`src/rtl/shared_reg_arbiter_pkg.sv`:
```
// shared_reg_arb_pkg: FSM state encodings and width helper shared by the arbiter files.
// Contents: ST_IDLE/ST_BUSY/ST_GAP state constants, clog2() for parameter-derived widths.
package shared_reg_arb_pkg;

    localparam logic [1:0] ST_IDLE = 2'd0;
    localparam logic [1:0] ST_BUSY = 2'd1;
    localparam logic [1:0] ST_GAP  = 2'd2;

    function automatic int clog2(input int n);
        int r;
        r = 0;
        while ((1 << r) < n) r++;
        return r;
    endfunction

endpackage

```
`src/rtl/shared_reg_arbiter_if.sv`:
```
// shared_reg_arbiter_if: requester-side bus of the shared register arbiter.
// Signals: req/we/wdata driven by requesters; gnt/owner/busy/q/viol driven by the arbiter.
// Modports: master = requester side, slave = arbiter side.
interface shared_reg_arbiter_if
    import shared_reg_arb_pkg::*;
#(
    parameter int NREQ  = 4,
    parameter int WIDTH = 8
);
    localparam int OW = clog2(NREQ);

    logic [NREQ-1:0]       req;
    logic [NREQ-1:0]       we;
    logic [NREQ*WIDTH-1:0] wdata;
    logic [NREQ-1:0]       gnt;
    logic [OW-1:0]         owner;
    logic                  busy;
    logic [WIDTH-1:0]      q;
    logic                  viol;

    modport master (output req, we, wdata, input gnt, owner, busy, q, viol);
    modport slave  (input req, we, wdata, output gnt, owner, busy, q, viol);
endinterface

```
`src/rtl/shared_reg_arbiter_rr_picker.sv`:
```
// rr_picker: combinational round-robin picker; first requester after i_ptr (modulo NREQ) wins.
// Ports: i_req requests, i_ptr last owner, o_valid any request, o_winner chosen index.
module rr_picker
    import shared_reg_arb_pkg::*;
#(
    parameter int NREQ = 4,
    localparam int OW  = clog2(NREQ)
) (
    input  logic [NREQ-1:0] i_req,
    input  logic [OW-1:0]   i_ptr,
    output logic            o_valid,
    output logic [OW-1:0]   o_winner
);
    // Scan from farthest to nearest so the nearest requester after i_ptr is written last.
    always_comb begin
        o_valid  = 1'b0;
        o_winner = '0;
        for (int k = NREQ; k >= 1; k--) begin
            if (i_req[(int'(i_ptr) + k) % NREQ]) begin
                o_valid  = 1'b1;
                o_winner = OW'((int'(i_ptr) + k) % NREQ);
            end
        end
    end
endmodule

```
`src/rtl/shared_reg_arbiter.sv`:
```
// shared_reg_arbiter: round-robin ownership arbiter for one shared WIDTH-bit register with hold-time preemption.
// Ports: clk, reset (async active-high), bus (slave modport: req/we/wdata in; gnt/owner/busy/q/viol out).
module shared_reg_arbiter
    import shared_reg_arb_pkg::*;
#(
    parameter int NREQ     = 4,
    parameter int WIDTH    = 8,
    parameter int MAX_HOLD = 4
) (
    input logic                 clk,
    input logic                 reset,
    shared_reg_arbiter_if.slave bus
);
    localparam int OW = clog2(NREQ);
    localparam int HW = clog2(MAX_HOLD) + 1;

    logic [1:0]       r_state;
    logic [OW-1:0]    r_ptr;
    logic [HW-1:0]    r_hold;
    logic [NREQ-1:0]  r_gnt;
    logic [OW-1:0]    r_owner;
    logic             r_busy;
    logic [WIDTH-1:0] r_q;
    logic             r_viol;

    logic             w_valid;
    logic [OW-1:0]    w_winner;
    logic             w_wr;
    logic             w_viol;
    logic             w_others;
    logic             w_rel;

    rr_picker #(.NREQ(NREQ)) u_picker (
        .i_req    (bus.req),
        .i_ptr    (r_ptr),
        .o_valid  (w_valid),
        .o_winner (w_winner)
    );

    // r_gnt is zero outside BUSY, so these need no explicit state qualification.
    assign w_wr     = |(r_gnt & bus.req & bus.we);
    assign w_viol   = |(bus.we & ~(r_gnt & bus.req));
    assign w_others = |(bus.req & ~r_gnt);
    assign w_rel    = (r_state == ST_BUSY) &&
                      (!bus.req[r_owner] || (r_hold == HW'(MAX_HOLD - 1) && w_others));

    always_ff @(posedge clk or posedge reset) begin
        if (reset) begin
            r_state <= ST_IDLE;
            r_ptr   <= OW'(NREQ - 1);
            r_hold  <= '0;
            r_gnt   <= '0;
            r_owner <= '0;
            r_busy  <= 1'b0;
            r_q     <= '0;
            r_viol  <= 1'b0;
        end else begin
            r_viol <= w_viol;
            if (w_wr) r_q <= bus.wdata[int'(r_owner)*WIDTH +: WIDTH];
            if (r_state == ST_IDLE) begin
                if (w_valid) begin
                    r_gnt   <= NREQ'(1) << w_winner;
                    r_owner <= w_winner;
                    r_busy  <= 1'b1;
                    r_hold  <= '0;
                    r_state <= ST_BUSY;
                end
            end else if (r_state == ST_BUSY) begin
                if (w_rel) begin
                    r_gnt   <= '0;
                    r_busy  <= 1'b0;
                    r_ptr   <= r_owner;
                    r_state <= ST_GAP;
                end else if (r_hold != HW'(MAX_HOLD - 1)) begin
                    r_hold <= r_hold + 1'b1;
                end
            end else begin
                r_state <= ST_IDLE;
            end
        end
    end

    assign bus.gnt   = r_gnt;
    assign bus.owner = r_owner;
    assign bus.busy  = r_busy;
    assign bus.q     = r_q;
    assign bus.viol  = r_viol;
endmodule

```
`src/flat_wrapper.sv`:
```
// flat-port wrapper written by rule: the top's interface ports become plain ports
module shared_reg_arbiter_flat import shared_reg_arb_pkg::*;
#(
    parameter int NREQ     = 4,
    parameter int WIDTH    = 8,
    parameter int MAX_HOLD = 4
)
  (clk, reset, bus_req, bus_we, bus_wdata, bus_gnt, bus_owner, bus_busy, bus_q, bus_viol);
  shared_reg_arbiter_if #(.NREQ(NREQ), .WIDTH(WIDTH)) bus_i ();
  input logic clk;
  input logic reset;
  input wire logic [$bits(bus_i.req)-1:0] bus_req;
  input wire logic [$bits(bus_i.we)-1:0] bus_we;
  input wire logic [$bits(bus_i.wdata)-1:0] bus_wdata;
  output wire logic [$bits(bus_i.gnt)-1:0] bus_gnt;
  output wire logic [$bits(bus_i.owner)-1:0] bus_owner;
  output wire logic [$bits(bus_i.busy)-1:0] bus_busy;
  output wire logic [$bits(bus_i.q)-1:0] bus_q;
  output wire logic [$bits(bus_i.viol)-1:0] bus_viol;
  assign bus_i.req = bus_req;
  assign bus_i.we = bus_we;
  assign bus_i.wdata = bus_wdata;
  assign bus_gnt = bus_i.gnt;
  assign bus_owner = bus_i.owner;
  assign bus_busy = bus_i.busy;
  assign bus_q = bus_i.q;
  assign bus_viol = bus_i.viol;
  shared_reg_arbiter #(.NREQ(NREQ), .WIDTH(WIDTH), .MAX_HOLD(MAX_HOLD)) u_core (.clk(clk), .reset(reset), .bus(bus_i));
endmodule
```
`config.mk`:
```
export PLATFORM = sky130hd
export DESIGN_NAME = shared_reg_arbiter_flat
export DESIGN_NICKNAME = d
export VERILOG_FILES = /design/src/rtl/shared_reg_arbiter_pkg.sv /design/src/rtl/shared_reg_arbiter_if.sv /design/src/rtl/shared_reg_arbiter_rr_picker.sv /design/src/rtl/shared_reg_arbiter.sv /design/src/flat_wrapper.sv
export SDC_FILE = /design/constraint.sdc
export NUM_CORES = 1
export LEC_CHECK = 0
export BUFFER_PORTS_ARGS = -buffer_cell sky130_fd_sc_hd__buf_4
export CORE_UTILIZATION = 47
export DETAILED_ROUTE_END_ITERATION = 10
export HOLD_SLACK_MARGIN = 0.15
export PLACE_DENSITY = 0.82
export SLEW_MARGIN = 25
export SYNTH_ARGS = -nofsm -noshare
export SYNTH_HDL_FRONTEND = slang
export SYNTH_SLANG_ARGS = --single-unit
```
`constraint.sdc`:
```
create_clock -name clk -period 2.4 [get_ports clk]
set_input_delay 0.48 -clock clk [delete_from_list [all_inputs] [get_ports clk]]
set_output_delay 0.48 -clock clk [all_outputs]
set_load 0.01 [all_outputs]
```
After elaboration in Yosys (flattened, before gate mapping)
Index checks and enable logic that the tools add are counted.
{"block": "word_totals", "regBits": 23, "out_inout_bits": 16, "word_cells": 96}
{"block": "op_classes", "add_sub_neg": 5, "n_lt_le_gt_ge": 5, "eq_ne": 6, "n_shift": 2, "muxes": 39, "n_bitwise": 11, "reduce_logical": 20}
{"op": "$shiftx 32x6->8", "n": 1}
{"op": "$mux 1", "n": 17}
{"op": "$and 4x4->4", "n": 4}
{"op": "$lt 3x4->1 const B", "n": 4}
{"op": "$mux 2", "n": 8}
{"op": "$mux 4", "n": 4}
{"op": "$mux 3", "n": 5}
{"op": "$reduce_or 4->1", "n": 3}
{"op": "$bmux 1 s2", "n": 5}
{"op": "$not 4->4", "n": 2}
{"op": "$reduce_or 2->1", "n": 4}
{"op": "$ne 3x2->1 const B", "n": 2}
{"op": "$reduce_and 3->1", "n": 2}
{"op": "$reduce_bool 2->1", "n": 3}
{"op": "$add 2x1->2 const B", "n": 2}
{"op": "$add 2x2->2 const B", "n": 2}
{"op": "$and 1x1->1 const A", "n": 4}
{"op": "$ne 2x2->1 const B", "n": 2}
{"op": "$reduce_and 2->1", "n": 2}
{"op": "$reduce_and 4->1", "n": 1}
{"op": "$shl 1x2->4 const A", "n": 1}
{"op": "$add 3x1->3 const B", "n": 1}
{"op": "$eq 3x2->1 const B", "n": 1}
{"op": "$lt 2x3->1 const B", "n": 1}
{"op": "6 further kinds", "n": 7}

Longest topological paths before layout
Gate-level depths: netlist (run 1).
{"block": "depth", "depth_word": 13, "mapped_depth": 6, "mapped_depth_nobuf": 4}

By module
A second synthesis (run 1) with hierarchy kept.
{"block": "hier_totals", "hier_cells": 116, "hier_area_um2": 1348.8}
{"mod": "shared_reg_arbiter", "n_inst": 1, "cells_per_inst": 102, "area_per_inst_um2": 1257.5}
{"mod": "rr_picker", "n_inst": 1, "cells_per_inst": 14, "area_per_inst_um2": 91.3}

Least setup slack after synthesis (run 1)
No wires, ideal clock.
{"block": "synth_path", "path_type": "input port to flip-flop", "startpoint": "input bus_req[3]", "endpoint": "register u_core.r_hold[0]", "setup_ps": 125, "t_arrival_ps": 1632, "required_time_ps": 2275, "path_slack_ps": 643, "path_stages": 5, "path_cell_list": "clkbuf_2 -> mux2_2 -> o22ai_2 -> a2111oi_4 -> mux2_2"}
{"block": "synth_between", "elab_chain_len": 9, "elab_cells_between_ends": 27, "classes_between": "2 x eq/ne; 18 x mux; 1 x bitwise; 6 x reduce/logical"}
{"element": "from (decl)", "line_no": "flat_wrapper.sv:12", "source": "input wire logic [$bits(bus_i.req)-1:0] bus_req;"}
{"element": "$bmux 1 s2", "line_no": "shared_reg_arbiter_rr_picker.sv:19", "source": "if (i_req[(int'(i_ptr) + k) % NREQ]) begin"}
{"element": "$mux 1 (not written as such) (2 in a row)", "line_no": "shared_reg_arbiter_rr_picker.sv:19"}
{"element": "$mux 1 (4 in a row)", "line_no": "shared_reg_arbiter_rr_picker.sv:19"}
{"element": "$ne 2x2->1 (no source line)"}
{"element": "$reduce_and 4->1 (no source line) (*)"}
{"element": "to (signal assigned)", "line_no": "shared_reg_arbiter.sv:75", "source": "r_hold <= r_hold + 1'b1;"}
{"element": "to (decl)", "line_no": "shared_reg_arbiter.sv:19", "source": "logic [HW-1:0] r_hold;"}
Every way passes the cells marked *; elsewhere a longest branch is shown, timed or not. The select of a mux whose other input is x is not followed.
A chain may end at the register's enable or synchronous reset.

Final worst setup path (run 1)
{"block": "layout_path", "startpoint": "register u_core.r_state[0]", "endpoint": "register u_core.r_ptr[1]"}
{"block": "layout_between", "elab_chain_len": 3, "elab_cells_between_ends": 5, "classes_between": "1 x eq/ne; 1 x bitwise; 3 x reduce/logical"}
{"element": "from (decl)", "line_no": "shared_reg_arbiter.sv:17", "source": "logic [1:0] r_state;"}
{"element": "from (signal assigned)", "line_no": "shared_reg_arbiter.sv:49", "source": "r_state <= ST_IDLE;"}
{"element": "from (signal assigned)", "line_no": "shared_reg_arbiter.sv:66", "source": "r_state <= ST_BUSY;"}
{"element": "from (signal assigned)", "line_no": "shared_reg_arbiter.sv:73", "source": "r_state <= ST_GAP;"}
{"element": "$eq 2x1->1 / $logic_not 2->1 (equally long branches)", "line_no": "shared_reg_arbiter.sv:44, shared_reg_arbiter.sv:68, shared_reg_arbiter.sv:60"}
{"element": "$logic_and 1x1->1 / $not 1->1 (equally long branches)"}
{"element": "$reduce_and 3->1 (no source line) (*)"}
{"element": "to (signal assigned)", "line_no": "shared_reg_arbiter.sv:50", "source": "r_ptr <= OW'(NREQ - 1);"}
{"element": "to (signal assigned)", "line_no": "shared_reg_arbiter.sv:72", "source": "r_ptr <= r_owner;"}
{"element": "to (decl)", "line_no": "shared_reg_arbiter.sv:18", "source": "logic [OW-1:0] r_ptr;"}
Every way passes the cells marked *; elsewhere a longest branch is shown, timed or not.

==> summary.txt, run 1 <==
TNS Setup: 0 ns
Row count: 19
Cts hold-fix bufs: 0
Synthesized flop and latch total: 23
Worst slew margin: 67.9%
Post-route cell area: 1870 um2
Initial detailed-routing violation count: 55
Root cell of the clock tree: clkbuf_4
Number of global-route vias before repair: 1243
GPL Wtd Cong: 0.879
Final antenna-violating net count: 0
Final period util: 74.6%
H-tree levels: 1
Fin. Hold Viols: 0
Post-synthesis net count: 159
Synthesized cell area: 1370 um2
Max frequency: 559 MHz
CP Class: reg2reg
Synth Warn #: 0
Cell Pwr Density: 1100 nW/um2
Clock latency on the worst-skew pair: 0.31 ns
Leakage: 0.868 nW
Post-Syn Instances: 115
CP endpoint kind: flop
Total global-route track usage: 21.8%
CP max FO: 9
Largest cells by area after synthesis: dfrtp_1 (38%), mux4_2 (13%), mux2_2 (11%)
Post-CTS setup buffers: 0
DRT Pass-1 Iters: 6
First-pass GRT wire length: 5240 um
Vias/cell: 5.65
Die width: 56.0 um
HP Class: in2async
Sink Count: 23
Critical Path AT: 2.05 ns
GRT met3 Usage: 3.49%
Area Growth Syn to Fin: 36.4%
Total Wirelength: 3130 um
Core area: 2760 um2
Met2 Use GR: 39.5%
Period minus WS final: 1.79 ns
Met1 Use GR: 25.3%
Final Net Count: 221
Drt drc: 0
# setup viols final: 0
RSZ-0062 raised after global routing: no
CTS Buf Count: 3
Worst Skew: 0.00472 ns
Post-DP HPWL: 2480 um
FILL cells: 216
Max-cap violations: 0
Clock Pin Slew Worst Setup and Hold Paths: 0.12 ns
Via count: 1170
Mapped Avg Cell Area: 11.9 um2
TritonCTS clock tree: built
Required time of the critical path: 2.66 ns
Peak supply drop: 0.832 mV
Most frequent cells in the layout: buf_4 (61), dfrtp_1 (21), mux2_2 (14), nand2_1 (13), mux4_2 (8)
Die area: 3140 um2
Top Usage Layer GRT: met2
Top-Level Pins: 58
Critical path launch point type: flop
Total power: 2.06 mW
Slew @ Worst Pin: 0.480 ns
Status: complete, no violations
Die Ht: 56.0 um
Pin count of the biggest net entering global routing: 24
Ant. Diodes: 0
Initial antenna violation count: 0
Post-placement cell area: 1840 um2
Number of buffers added on ports: 57
Slew Limit Fails: 0
Yosys cell types: 36
GRT overflow: 0
WL/cell: 15.1 um
Post-CTS sizing: 0
Dominant cell type by area after synthesis: dfrtp_1
Leading cell type in the layout, fill and taps excluded: buf_4
Initial Util: 49.7%
Share of the synthesized area in the top cell type: 38.3%
Max clock buf depth: 2
Sequential area share after synthesis: 42.2%
Layout cells sized above 1: 54.0%
[layer usage]
layer	vias to the layer above	wire length, um
met5	-	0
li1	553	-
met4	0	48
met2	51	1650
met1	560	1250
met3	6	188
[critical path, cell delays in order (launching register included)]
cell	delay (ns)
dfrtp_1	0.51
or3b_1	0.39
o22ai_2	0.17
a41o_1	0.34
mux2_4	0.33
[final timing paths]
path	start	end	slack, ns	cells past startpoint
setup / recovery	u_core.r_state[0]	u_core.r_ptr[1]	0.61	4
hold / removal	reset	u_core.bus.gnt[2]	0.19	3
setup reg to reg	u_core.r_state[0]	u_core.r_ptr[1]	0.61	4
hold reg to reg	u_core.r_hold[2]	u_core.r_hold[2]	0.52	1
max in group asynchronous	reset	u_core.r_ptr[0]	1.93	3
min in group clk	bus_we[3]	u_core.bus.viol	0.40	3
[per-stage QoR]
| step | worst slack, ns | std cells | hold WS [ns] | util, % |
|---|---|---|---|---|
| global route | 0.547 | 207 | 0.216 | 67.8 |
| global placement | 0.566 | 203 | 0.491 | 66.8 |
| CTS | 0.609 | 207 | 0.193 | 67.8 |
| finish | 0.610 | 207 | 0.194 | 67.8 |
| floorplan | 0.643 | 115 | 0.480 | - |
| detailed placement | 0.533 | 203 | 0.498 | 66.8 |
[logic make-up after synthesis]
kind of cell	share of synthesized area, %
muxes	26.8
and+or+nand+nor	14.8
adders and majority gates	1.82
DFF	42.2
AOI/OAI and AO/OA	11.2
buffers and inverters	3.19
[cell usage after synthesis (all sizes together)]
cell     number
o2111ai       1
dfrtp        21
nor3b         1
nand2b        5
mux4          8
nor3          1
dfstp         2
ha            2
a41o          1
nand2        13
o2bb2ai       2
o21a          1
clkbuf        2
nor2b         3
inv           5
o22ai         4
or4           1
and2          1
a22oi         2
buf           2
nor2          6
nand4         1
a21o          1
nand3         4
or3           1
or3b          1
o21ai         4
a2111oi       1
o311ai        1
mux2         16
nand3b        1
[power breakdown]
group	switching, mW	internal [mW]	leakage (nW)
Combinational	0.489	0.669	0.575
Clock	0.115	0.0624	0.0177
Sequential	0.148	0.574	0.275
Total	0.753	1.31	0.868
[state kept, by name, indices dropped and copies added, names as in the netlist]
name              flops
u_core.bus.busy       1
u_core.bus.gnt        4
u_core.bus.owner      2
u_core.bus.q          8
u_core.bus.viol       1
u_core.r_hold         3
u_core.r_ptr          2
u_core.r_state        2
[area by class of cell]
class	count	area [um2]	area share [%]
Multi-Input combinational cell	83	749	40.1
Sequential cell	23	578	30.9
Timing Repair Buffer	61	458	24.5
Tap cell	31	38.8	2.07
Clock buffer	3	22.5	1.20
Inverter	5	18.8	1.00
Clock inverter	1	5.00	0.268
No activity file was read; power rests on OpenSTA's default activity.
==> run 2: changes to the inputs <==
==> constraint.sdc (replaced) <==
create_clock -name clk -period 1.7 [get_ports clk]
set_input_delay 0.34 -clock clk [delete_from_list [all_inputs] [get_ports clk]]
set_output_delay 0.34 -clock clk [all_outputs]
set_load 0.01 [all_outputs]
==> summary.txt, run 2 (synthesis gave the netlist of run 1 again) <==
Status: complete, no violations
Layout cells sized above 1: 57.0%
RSZ-0062 raised after global routing: yes
Post-placement cell area: 1900 um2
FILL cells: 223
Die area: 3140 um2
Period minus WS final: 1.66 ns
CP endpoint kind: flop
Required time of the critical path: 1.90 ns
Leading cell type in the layout, fill and taps excluded: buf_4
CTS Buf Count: 3
Worst slew margin: 69.0%
DRT Pass-1 Iters: 4
Number of buffers added on ports: 57
HP Class: in2reg
Slew @ Worst Pin: 0.460 ns
Root cell of the clock tree: clkbuf_4
Clock Pin Slew Worst Setup and Hold Paths: 0.12 ns
WL/cell: 16.2 um
Peak supply drop: 1.15 mV
Total global-route track usage: 23.2%
GPL Wtd Cong: 0.856
Final antenna-violating net count: 0
Cell Pwr Density: 1610 nW/um2
Drt drc: 0
Max clock buf depth: 2
Via count: 1259
Max-cap violations: 0
Pin count of the biggest net entering global routing: 24
Final period util: 97.4%
Slew Limit Fails: 0
Ant. Diodes: 0
CP Class: reg2reg
Area Growth Syn to Fin: 44.6%
Die Ht: 56.0 um
Reg area: 578 um2
Vias/cell: 5.80
GRT overflow: 0
Max reg flops: 8
Sink Count: 23
H-tree levels: 1
Core area: 2760 um2
Clock latency on the worst-skew pair: 0.31 ns
CP max FO: 3
Fin. Hold Viols: 0
Most frequent cells in the layout: buf_4 (70), dfrtp_1 (21), nand2_1 (12), mux2_2 (11), mux4_2 (8)
Top-Level Pins: 58
Max frequency: 604 MHz
Post-route cell area: 1980 um2
Total Wirelength: 3510 um
Worst Skew: 0.00556 ns
Final Net Count: 231
Initial detailed-routing violation count: 43
First-pass GRT wire length: 5570 um
# setup viols final: 0
Post-DP HPWL: 2790 um
Leakage: 0.922 nW
TritonCTS clock tree: built
Critical path launch point type: flop
Initial antenna violation count: 0
Critical Path AT: 1.86 ns
Row count: 19
Area of the multi-input gates: 786 um2
Initial Util: 49.7%
Number of global-route vias before repair: 1315
Total power: 3.19 mW
Die width: 56.0 um
-- run 2: cell count changes in the layout (fill, tap and decap cells not counted), moves of 2 or more --
| cell | previous run | this run |
|---|---|---|
| buf_4 | 61 | 70 |
| ha_1 | 2 | 0 |
| mux2_2 | 14 | 11 |
| mux2_4 | 2 | 5 |
-- run 2: cell type report --
type                    instances  share of cell area (%)
inverters                       5                   0.946
multi-input cells              83                    39.6
well taps                      31                    1.96
repair buffers                 71                    27.0
flip-flops and latches         23                    29.1
clock buffers                   4                    1.32
-- run 2: stage by stage --
step	setup TNS (ns)	cells	setup WS (ns)	util [%]	hold WS [ns]
final	0	217	0.0440	71.9	0.261
after CTS	0	216	0.0153	70.4	0.256
after detailed placement	-0.139	211	-0.0556	69.0	0.412
after global placement	0	211	0.0318	69.0	0.400
after floorplan	0	115	0.0386	-	0.340
after global routing	-0.0447	217	-0.0148	71.9	0.265
-- run 2: critical path: stages (launching register included) --
cell and delay, ns:
dfrtp_1 0.41, ha_2 0.21, ha_4 0.17, a2111oi_4 0.42, mux2_4 0.35
-- run 2: routing by layer --
metal	vias up	routed length, um	global-route usage (%)
met5	-	0	0
met4	0	96	11.1
met3	11	195	3.02
met2	54	1960	43.0
met1	621	1260	25.9
li1	573	-	-
-- run 2: power breakdown --
group          leakage, nW  switching [mW]  internal [mW]
clock network       0.0150           0.156         0.0917
logic                0.632           0.831           1.12
registers            0.275           0.182          0.811
total                0.922            1.17           2.03
-- run 2: timing repair --
item                                    4_1_cts  5_1_grt
endpoints found under the setup margin        3        5
setup buffers                                 0        1
hold endpoints to repair                     21        0
resized for setup                             1        7
pin swaps                                     1        2
hold buffers                                  1        0
-- run 2: final timing paths --
path                                  start               end  slack [ns]  cells after the start
setup reg to reg           u_core.r_hold[0]  u_core.r_hold[2]        0.04                      4
min in group asynchronous             reset   u_core.bus.q[4]        0.62                      4
max in group asynchronous             reset   u_core.r_ptr[1]        0.80                      4
hold reg to reg             u_core.bus.q[3]   u_core.bus.q[3]        0.53                      1
setup / recovery           u_core.r_hold[0]  u_core.r_hold[2]        0.04                      4
hold / removal                    bus_we[1]   u_core.bus.viol        0.26                      3
==> run 3: changes to the inputs <==
--- a/config.mk
+++ b/config.mk
@@ -6,10 +6,11 @@
 export NUM_CORES = 1
 export LEC_CHECK = 0
 export BUFFER_PORTS_ARGS = -buffer_cell sky130_fd_sc_hd__buf_4
-export CORE_UTILIZATION = 47
+export CAP_MARGIN = 5
+export CORE_UTILIZATION = 51
 export DETAILED_ROUTE_END_ITERATION = 10
 export HOLD_SLACK_MARGIN = 0.15
-export PLACE_DENSITY = 0.82
+export PLACE_DENSITY = 0.88
 export SLEW_MARGIN = 25
 export SYNTH_ARGS = -nofsm -noshare
 export SYNTH_HDL_FRONTEND = slang
==> constraint.sdc (replaced) <==
create_clock -name clk -period 2 [get_ports clk]
set_input_delay 0.4 -clock clk [delete_from_list [all_inputs] [get_ports clk]]
set_output_delay 0.4 -clock clk [all_outputs]
set_load 0.01 [all_outputs]
==> summary.txt, run 3 (synthesis gave the netlist of run 1 again) <==
Status: complete, no violations
Reg area: 578 um2
Leading cell type in the layout, fill and taps excluded: buf_4
Die area: 2900 um2
Clock latency on the worst-skew pair: 0.31 ns
Fin cells: 207
Peak supply drop: 0.933 mV
Period minus WS final: 1.78 ns
Drt drc: 0
# setup viols final: 0
Post-DP HPWL: 2750 um
Max frequency: 561 MHz
Die Ht: 53.9 um
HP Class: in2reg
Worst-path cell chain: ha_1 > ha_1 > a2111oi_4 > mux2_2
Clock Pin Slew Worst Setup and Hold Paths: 0.11 ns
Fin. Hold Viols: 0
Post-CTS setup buffers: 0
Area of the multi-input gates: 749 um2
Critical Path AT: 1.99 ns
Via count: 1215
Cell Pwr Density: 1340 nW/um2
CP max stage cell: a2111oi_4
Critical path launch point type: flop
Combinational power share: 56.7%
Max reg flops: 8
Die width: 53.9 um
WL/cell: 16.4 um
Number of buffers added on ports: 57
CP endpoint kind: flop
Final period util: 89.2%
Seq pwr share: 35.0%
Cts hold-fix bufs: 1
Total Wirelength: 3400 um
Initial antenna violation count: 0
Buffers & Inverters on Critical Path: 0
Crit-path max cell delay: 0.43 ns
TNS Setup: 0 ns
GPL Wtd Cong: 0.825
Core area: 2500 um2
Sw frac: 37.4%
DRT Pass-1 Iters: 5
Max clock buf depth: 2
Initial Util: 54.9%
Slew Limit Fails: 0
Layout Utilization: 75.1%
First-pass GRT wire length: 4860 um
Most used cell, CP: ha_1
Clk network pwr share: 8.3%
CP max FO: 3
TritonCTS clock tree: built
Pin count of the biggest net entering global routing: 24
FILL cells: 183
Placed Cells incl. Taps: 202
Final antenna-violating net count: 0
Vias/cell: 5.87
Row count: 18
Initial detailed-routing violation count: 26
Final Net Count: 222
GRT overflow: 0
Leakage: 0.870 nW
P_int: 1.58 mW
Most frequent cells in the layout: buf_4 (61), dfrtp_1 (21), mux2_2 (14), nand2_1 (13), mux4_2 (8)
CP Class: reg2reg
H-tree levels: 1
RSZ-0062 raised after global routing: no
CTS Buf Count: 3
Total global-route track usage: 24.6%
Number of global-route vias before repair: 1075
Post-CTS sizing: 0
Top-Level Pins: 58
Max-cap violations: 0
Worst slew margin: 51.2%
Sw power: 943 uW
Post-placement cell area: 1840 um2
Worst path top cell family by delay: adder cells
Sink Count: 23
Required time of the critical path: 2.20 ns
Worst Skew: 0.00125 ns
Slew @ Worst Pin: 0.720 ns
Ant. Diodes: 0
Post-route cell area: 1880 um2
Area Growth Syn to Fin: 37.0%
Root cell of the clock tree: clkbuf_4
Layout cells sized above 1: 53.1%
## run 3: metal layers
metal  vias to the layer above  global-route usage (%)  part of all wire (%)
met1                       605                    29.6                    39
li1                        553                       -                     -
met3                        10                    1.98                   4.5
met2                        47                    43.0                    54
met5                         -                       0                     0
met4                         0                    13.2                   3.0
## run 3: metrics by stage
step	setup WS [ns]	power, mW	hold WS, ns
final	0.216	2.52	0.320
after floorplan	0.323	1.81	0.400
after global placement	0.291	2.22	0.462
after global routing	0.132	2.71	0.307
after CTS	0.221	2.53	0.311
after detailed placement	0.234	2.32	0.462
## run 3: power by group through the flow
stage | Sequential, mW | Clock [mW] | Combinational (mW)
after global routing | 0.906 | 0.244 | 1.56
after global placement | 0.860 | 0 | 1.36
after detailed placement | 0.887 | 0 | 1.43
final | 0.883 | 0.209 | 1.43
after CTS | 0.877 | 0.216 | 1.44
after floorplan | 0.902 | 0 | 0.903
## run 3: worst paths after layout
| kind | endpoint | slack, ns | cells after the start | startpoint |
|---|---|---|---|---|
| max reg2reg | u_core.r_hold[2] | 0.22 | 4 | u_core.r_hold[0] |
| min reg2reg | u_core.bus.q[3] | 0.53 | 1 | u_core.bus.q[3] |
| max | u_core.r_hold[2] | 0.22 | 4 | u_core.r_hold[0] |
| min | u_core.bus.viol | 0.32 | 3 | bus_we[3] |
| min in group asynchronous | u_core.bus.q[3] | 0.66 | 4 | reset |
| max in group asynchronous | u_core.r_ptr[1] | 1.06 | 4 | reset |
## run 3: cell type report
class / instances / share of cell area, %
Clock buffer: 4 / 1.40
Inverter: 5 / 0.999
Multi-Input combinational cell: 83 / 39.9
Sequential cell: 23 / 30.8
Tap cell: 30 / 2.00
Timing Repair Buffer: 62 / 24.9
## run 3: worst reg2reg max path, cell delays in order, from the launching register on
cell and delay, ns:
dfrtp_1 0.42, ha_1 0.21, ha_1 0.23, a2111oi_4 0.43, mux2_2 0.39
